`config.mk`:
```
export PLATFORM = sky130hd
export DESIGN_NAME = wb_sram_responder
export DESIGN_NICKNAME = d
export VERILOG_FILES = /design/src/rtl/wb_sram_responder.sv
export SDC_FILE = /design/constraint.sdc
export NUM_CORES = 1
export LEC_CHECK = 0
export BUFFER_PORTS_ARGS = -buffer_cell sky130_fd_sc_hd__buf_4
export CAP_MARGIN = 20
export CORE_UTILIZATION = 38
export CTS_CLUSTER_DIAMETER = 120
export DETAILED_ROUTE_END_ITERATION = 7
export PLACE_DENSITY = 0.81
export SYNTH_ARGS = -nofsm -noshare
export SYNTH_HDL_FRONTEND = slang
export SYNTH_SLANG_ARGS = --single-unit
```
`constraint.sdc`:
```
create_clock -name clk_i -period 1.7 [get_ports clk_i]
set_input_delay 0 -clock clk_i [delete_from_list [all_inputs] [get_ports clk_i]]
set_output_delay 0 -clock clk_i [all_outputs]
set_load 0.02 [all_outputs]
```
`src/rtl/wb_sram_responder.sv`:
```
// -----------------------------------------------------------------------------
// wb_sram_responder
//
// Wishbone classic responder that bridges the Caravel management bus onto
// port 0 (1rw) of a sky130_sram_2kbyte_1rw1r_32x512_8 macro. The management
// core uses it to preload IRAM/DRAM while the rvj1 core is held in reset.
//
// Accesses that fall outside the byte window [BASE_ADDR, BASE_ADDR + 2^(AW+2))
// are terminated with err and never touch the SRAM.
//
// Ports
//   clk_i        clock, also forwarded to the SRAM as sram_clk0
//   rstn_i       synchronous active-low reset
//   wbs_cyc_i    bus cycle valid
//   wbs_stb_i    strobe
//   wbs_we_i     1 = write, 0 = read
//   wbs_sel_i    byte lanes for writes (ignored on reads)
//   wbs_adr_i    byte address
//   wbs_dat_i    write data
//   wbs_ack_o    normal termination, one cycle
//   wbs_err_o    error termination (out of window), one cycle
//   wbs_dat_o    registered read data, held between reads
//   sram_clk0    SRAM port-0 clock
//   sram_csb0    SRAM chip select, active low
//   sram_web0    SRAM write enable, active low
//   sram_wmask0  SRAM byte write mask
//   sram_addr0   SRAM word address
//   sram_din0    SRAM write data
//   sram_dout0   SRAM read data, valid the cycle after the read edge
//
// Timing (from the first IDLE cycle the request is presented):
//   write ack at +1, read ack at +2, err at +1.
// -----------------------------------------------------------------------------
module wb_sram_responder #(
  parameter logic [31:0] BASE_ADDR        = 32'h3000_0000,
  parameter int          ADDR_WIDTH_WORDS = 9
) (
  input  logic                        clk_i,
  input  logic                        rstn_i,
  input  logic                        wbs_cyc_i,
  input  logic                        wbs_stb_i,
  input  logic                        wbs_we_i,
  input  logic [3:0]                  wbs_sel_i,
  input  logic [31:0]                 wbs_adr_i,
  input  logic [31:0]                 wbs_dat_i,
  output logic                        wbs_ack_o,
  output logic                        wbs_err_o,
  output logic [31:0]                 wbs_dat_o,
  output logic                        sram_clk0,
  output logic                        sram_csb0,
  output logic                        sram_web0,
  output logic [3:0]                  sram_wmask0,
  output logic [ADDR_WIDTH_WORDS-1:0] sram_addr0,
  output logic [31:0]                 sram_din0,
  input  logic [31:0]                 sram_dout0
);

  localparam logic [31:0] WIN_BYTES = 32'd1 << (ADDR_WIDTH_WORDS + 2);

  typedef enum logic [1:0] {
    IDLE    = 2'd0,
    RD_WAIT = 2'd1,
    RESP    = 2'd2
  } state_t;

  state_t      state_q;
  logic        ack_q;
  logic        err_q;
  logic [31:0] dat_q;

  logic        req;
  logic        hit;
  logic [31:0] offset;
  logic        access;

  assign req    = wbs_cyc_i & wbs_stb_i;
  // Unsigned wrap-around makes addresses below BASE_ADDR huge, so one compare
  // covers both ends of the window.
  assign offset = wbs_adr_i - BASE_ADDR;
  assign hit    = (offset < WIN_BYTES);

  // The SRAM is only strobed in the acceptance cycle; RD_WAIT/RESP never
  // start a second access even if the master keeps stb high.
  assign access = (state_q == IDLE) & req & hit;

  // SRAM port 0 is driven combinationally so the access happens on the same
  // edge that accepts the request. Write strobes are forced inactive while
  // reset is asserted so nothing can be committed during reset.
  assign sram_clk0   = clk_i;
  assign sram_csb0   = ~(rstn_i & access);
  assign sram_web0   = ~(rstn_i & wbs_we_i);
  assign sram_wmask0 = (rstn_i & wbs_we_i) ? wbs_sel_i : 4'h0;
  assign sram_addr0  = offset[ADDR_WIDTH_WORDS+1:2];
  assign sram_din0   = wbs_dat_i;

  assign wbs_ack_o = ack_q;
  assign wbs_err_o = err_q;
  assign wbs_dat_o = dat_q;

  always_ff @(posedge clk_i) begin
    if (!rstn_i) begin
      state_q <= IDLE;
      ack_q   <= 1'b0;
      err_q   <= 1'b0;
      dat_q   <= 32'h0;
    end else begin
      // ack/err are single-cycle pulses: default low, raised only on entry
      // to RESP.
      ack_q <= 1'b0;
      err_q <= 1'b0;
      case (state_q)
        IDLE: begin
          if (req) begin
            if (!hit) begin
              err_q   <= 1'b1;
              dat_q   <= 32'h0;
              state_q <= RESP;
            end else if (wbs_we_i) begin
              // Write was committed by the SRAM on this same edge.
              ack_q   <= 1'b1;
              state_q <= RESP;
            end else begin
              state_q <= RD_WAIT;
            end
          end
        end
        RD_WAIT: begin
          if (!wbs_cyc_i) begin
            // Master abandoned the cycle: drop the read silently.
            state_q <= IDLE;
          end else begin
            dat_q   <= sram_dout0;
            ack_q   <= 1'b1;
            state_q <= RESP;
          end
        end
        RESP: begin
          state_q <= IDLE;
        end
        default: begin
          state_q <= IDLE;
        end
      endcase
    end
  end

endmodule

```
==> summary.md <==
| Metric | Value |
|---|---|
| Worst-path clk slew | 80 ps |
| Post-synthesis sequential area ratio | approximately 35% |
| Final-report hold violation count | 0 |
| YS warnings | 0 |
| Nets | between 400 and 500 |
| Die span in y | between 70 and 80 um |
| Detailed route wirelength on metal2 | about 2900 um |
| M1 WL | 2230 um |
| Setup WS pre-CTS | 25.6 ps |
| Final TNS setup | 0 ps |
| 1st-iter DRT viols | 61 |
| Required time of the critical path | approximately 2000 ps |
| Final-report max-slew violation count | 0 |
| Layout cell share with drive strength beyond 1 | 51.3% |
| Synth Instances | 219 |
| DR pass1 iterations | 4 |
| CP Launch Type | flop |
| CP max stage cell | dlygate4sd3_1 |
| Clock skew | 6.59 ps |
| GR Util All Layers | between 10% and 20% |
| Worst Setup End Kind | flop |
| Worst path max stage delay | between 500 and 600 ps |
| Pwr/cell area | about 640 nW/um^2 |
| Slew @ Worst Pin | around 380 ps |
| Cell row count | 26 |
| WP buf/inv | 2 |
| First-pass GRT wire length | just under 9000 um |
| Relative slew slack | around 74% |
| Synthesized area | around 2100 um^2 |
| Min-delay worst type | primary input to primary output |
| TritonCTS clock tree | built |
| Status | completed |
| Critical path class | flop to flop |
| Antenna cell count | 0 |
| Minimum clock period | roughly 1700 ps |
| Number of global-route vias before repair | between 1500 and 2000 |
| Crit-path cells | nor4bb_2 -> buf_4 -> nand2_2 -> nor3_2 -> dlygate4sd3_1 |
| Max cap viols | 0 |
| Detailed Place HPWL | ~3600 um |
| Setup violations, final | 0 |
| Max FO, Critical Path | 4 |
| WL final | between 5000 and 6000 um |
| Total gr overflow | 0 |
| Die W | 76.1 um |
| Number of synthesized register bits | 36 |
| Maximum vdd drop | between 0.0007 and 0.0008 V |
| Worst skew pair latency | 390 ps |
| Netlist cell types | 27 |
| DRC Markers | 0 |
| Avg Inst Size Synth | roughly 9.5 um^2 |
| Initial antenna violation count | 0 |
| Storage element area | 722 um^2 |
| Critical path's top delay family | buffers and inverters |
| Full die area | roughly 5800 um^2 |
| Fmax | between 0.6 and 0.7 GHz |
| Final antenna-violating net count | 0 |
| Drt wl/cell | roughly 14 um |
| Largest net degree at the start of global routing | 37 |
| Core area | roughly 5200 um^2 |
| RePlAce Congestion | just under 0.7 |
| Net Count, Synth | approximately 320 |
| Multi-input logic area | around 970 um^2 |
| Syn-to-layout area delta | 51.1% |
| Tcrit/Tclk final | approximately 100% |
| Arrival time worst endpoint | between 1500 and 2000 ps |
| Via density per instance | a little over 5 |
| PortBufs | around 100 |
| Initial core utilization | roughly 40% |
| Io pins | 187 |
| Filler Cells Inserted | 440 |
| Via count | roughly 2000 |
| Highest metal used | met4 |
| Final setup margin | around 44 ps |
| P_leak | around 1.3 nW |
| Met3 WL | between 200 and 300 um |
report_power, final:
| group | leakage, nW | switching (mW) | internal [mW] |
|---|---|---|---|
| clock network | 0.0773 | 0.372 | 0.502 |
| registers | 0.291 | 0.000726 | 0.844 |
| logic | 0.892 | 0.109 | 0.176 |
timing repair:
action	4_1_cts	5_1_grt
setup endpoints to repair	0	2
endpoints found under the hold margin	36	0
setup buffers	0	2
hold buffers	36	0
gates resized for setup	0	4
flip-flops by register name (all words and copies together), names as in the netlist:
name	cells
wbs_dat_o	32
wbs_ack_o	1
state_q	2
wbs_err_o	1
final cells by class:
type	instances	area share, %
clock buffers	10	4.17
clock inverters	2	0.318
inverters	1	0.119
multi-input cells	122	30.6
flip-flops and latches	36	22.9
well taps	70	2.78
repair buffers	147	39.1
Yosys cell counts:
master     instances  area share (%)
o21ai_0            1            0.24
and3_1             4             1.2
dfxtp_1           36              35
nand4_1            1            0.30
nand4bb_1          1            0.54
buf_6              3             1.6
a311oi_1           2            0.84
nor4_4             1             1.0
nor4bb_1           1            0.48
nor2_1             1            0.18
nand2_1           35             6.3
a311oi_2          30              22
and3b_1            1            0.42
buf_2              4            0.96
clkbuf_1          11             2.0
nor3_1             1            0.24
a21oi_1           33             7.9
nand3b_4           1            0.96
nand3_1            1            0.24
or2_1              1            0.30
or4_4              1            0.54
or2_2              2            0.60
nor4_1             2            0.60
inv_1              1            0.18
and4bb_1           1            0.60
buf_4             42              15
o311a_1            1            0.48
worst paths after layout:
kind / startpoint / end / slack [ps] / cells past startpoint
setup / recovery: state_q[0] / state_q[0] / 40 / 5
hold / removal: wbs_dat_i[24] / sram_din0[24] / 0.008 / 0
setup reg to reg: state_q[0] / state_q[0] / 40 / 5
hold reg to reg: wbs_dat_o[19] / wbs_dat_o[19] / 520 / 2
cells in the final DEF (no fill, tap or decap), types with 2 or more instances in the layout:
cell,count
buf_4,109
dlygate4sd3_1,36
dfxtp_1,35
nand2_1,34
a21oi_1,33
a311oi_2,30
clkbuf_8,9
and3_1,4
buf_12,3
or2_2,2
nor4_1,2
a311oi_1,2
clkinv_2,2
routing by layer:
metal / track usage, % / vias up
li1: - / 955
met1: 19.6 / 925
met2: 36.5 / 78
met3: 5.51 / 13
met4: 5.38 / 0
met5: 0 / -
cells by family (layout without fill, tap and decap cells):
| kind of cell | count (synthesis) | after routing | share of synthesized area, % |
|---|---|---|---|
| AND/OR/NAND/NOR | 55 | 55 | 14.5 |
| AO/OA/AOI/OAI | 67 | 67 | 31.1 |
| buffers and inverters | 61 | 160 | 19.9 |
| flip-flops | 36 | 36 | 34.6 |
worst register-to-register path, stage by stage, from the launching register on:
cell and delay (ps):
dfxtp_2 340, nor4bb_2 310, buf_4 170, nand2_2 70, nor3_2 120, dlygate4sd3_1 580
per-stage QoR:
stage / total power, mW / cell area (um^2) / hold slack (ps) / utilization, % / cells
2_1_floorplan: 1.14 / 2090 / 79.3 / - / 219
3_3_place_gp: 1.14 / 2630 / 0.137 / 50.5 / 339
3_5_place_dp: 1.15 / 2630 / 0.137 / 50.5 / 339
4_1_cts: 2.02 / 3120 / 0.137 / 60.0 / 386
5_1_grt: 2.08 / 3150 / 0.0264 / 60.6 / 388
6_report: 2.00 / 3150 / 0.00777 / 60.6 / 388
(Power assumes the default switching activity.)
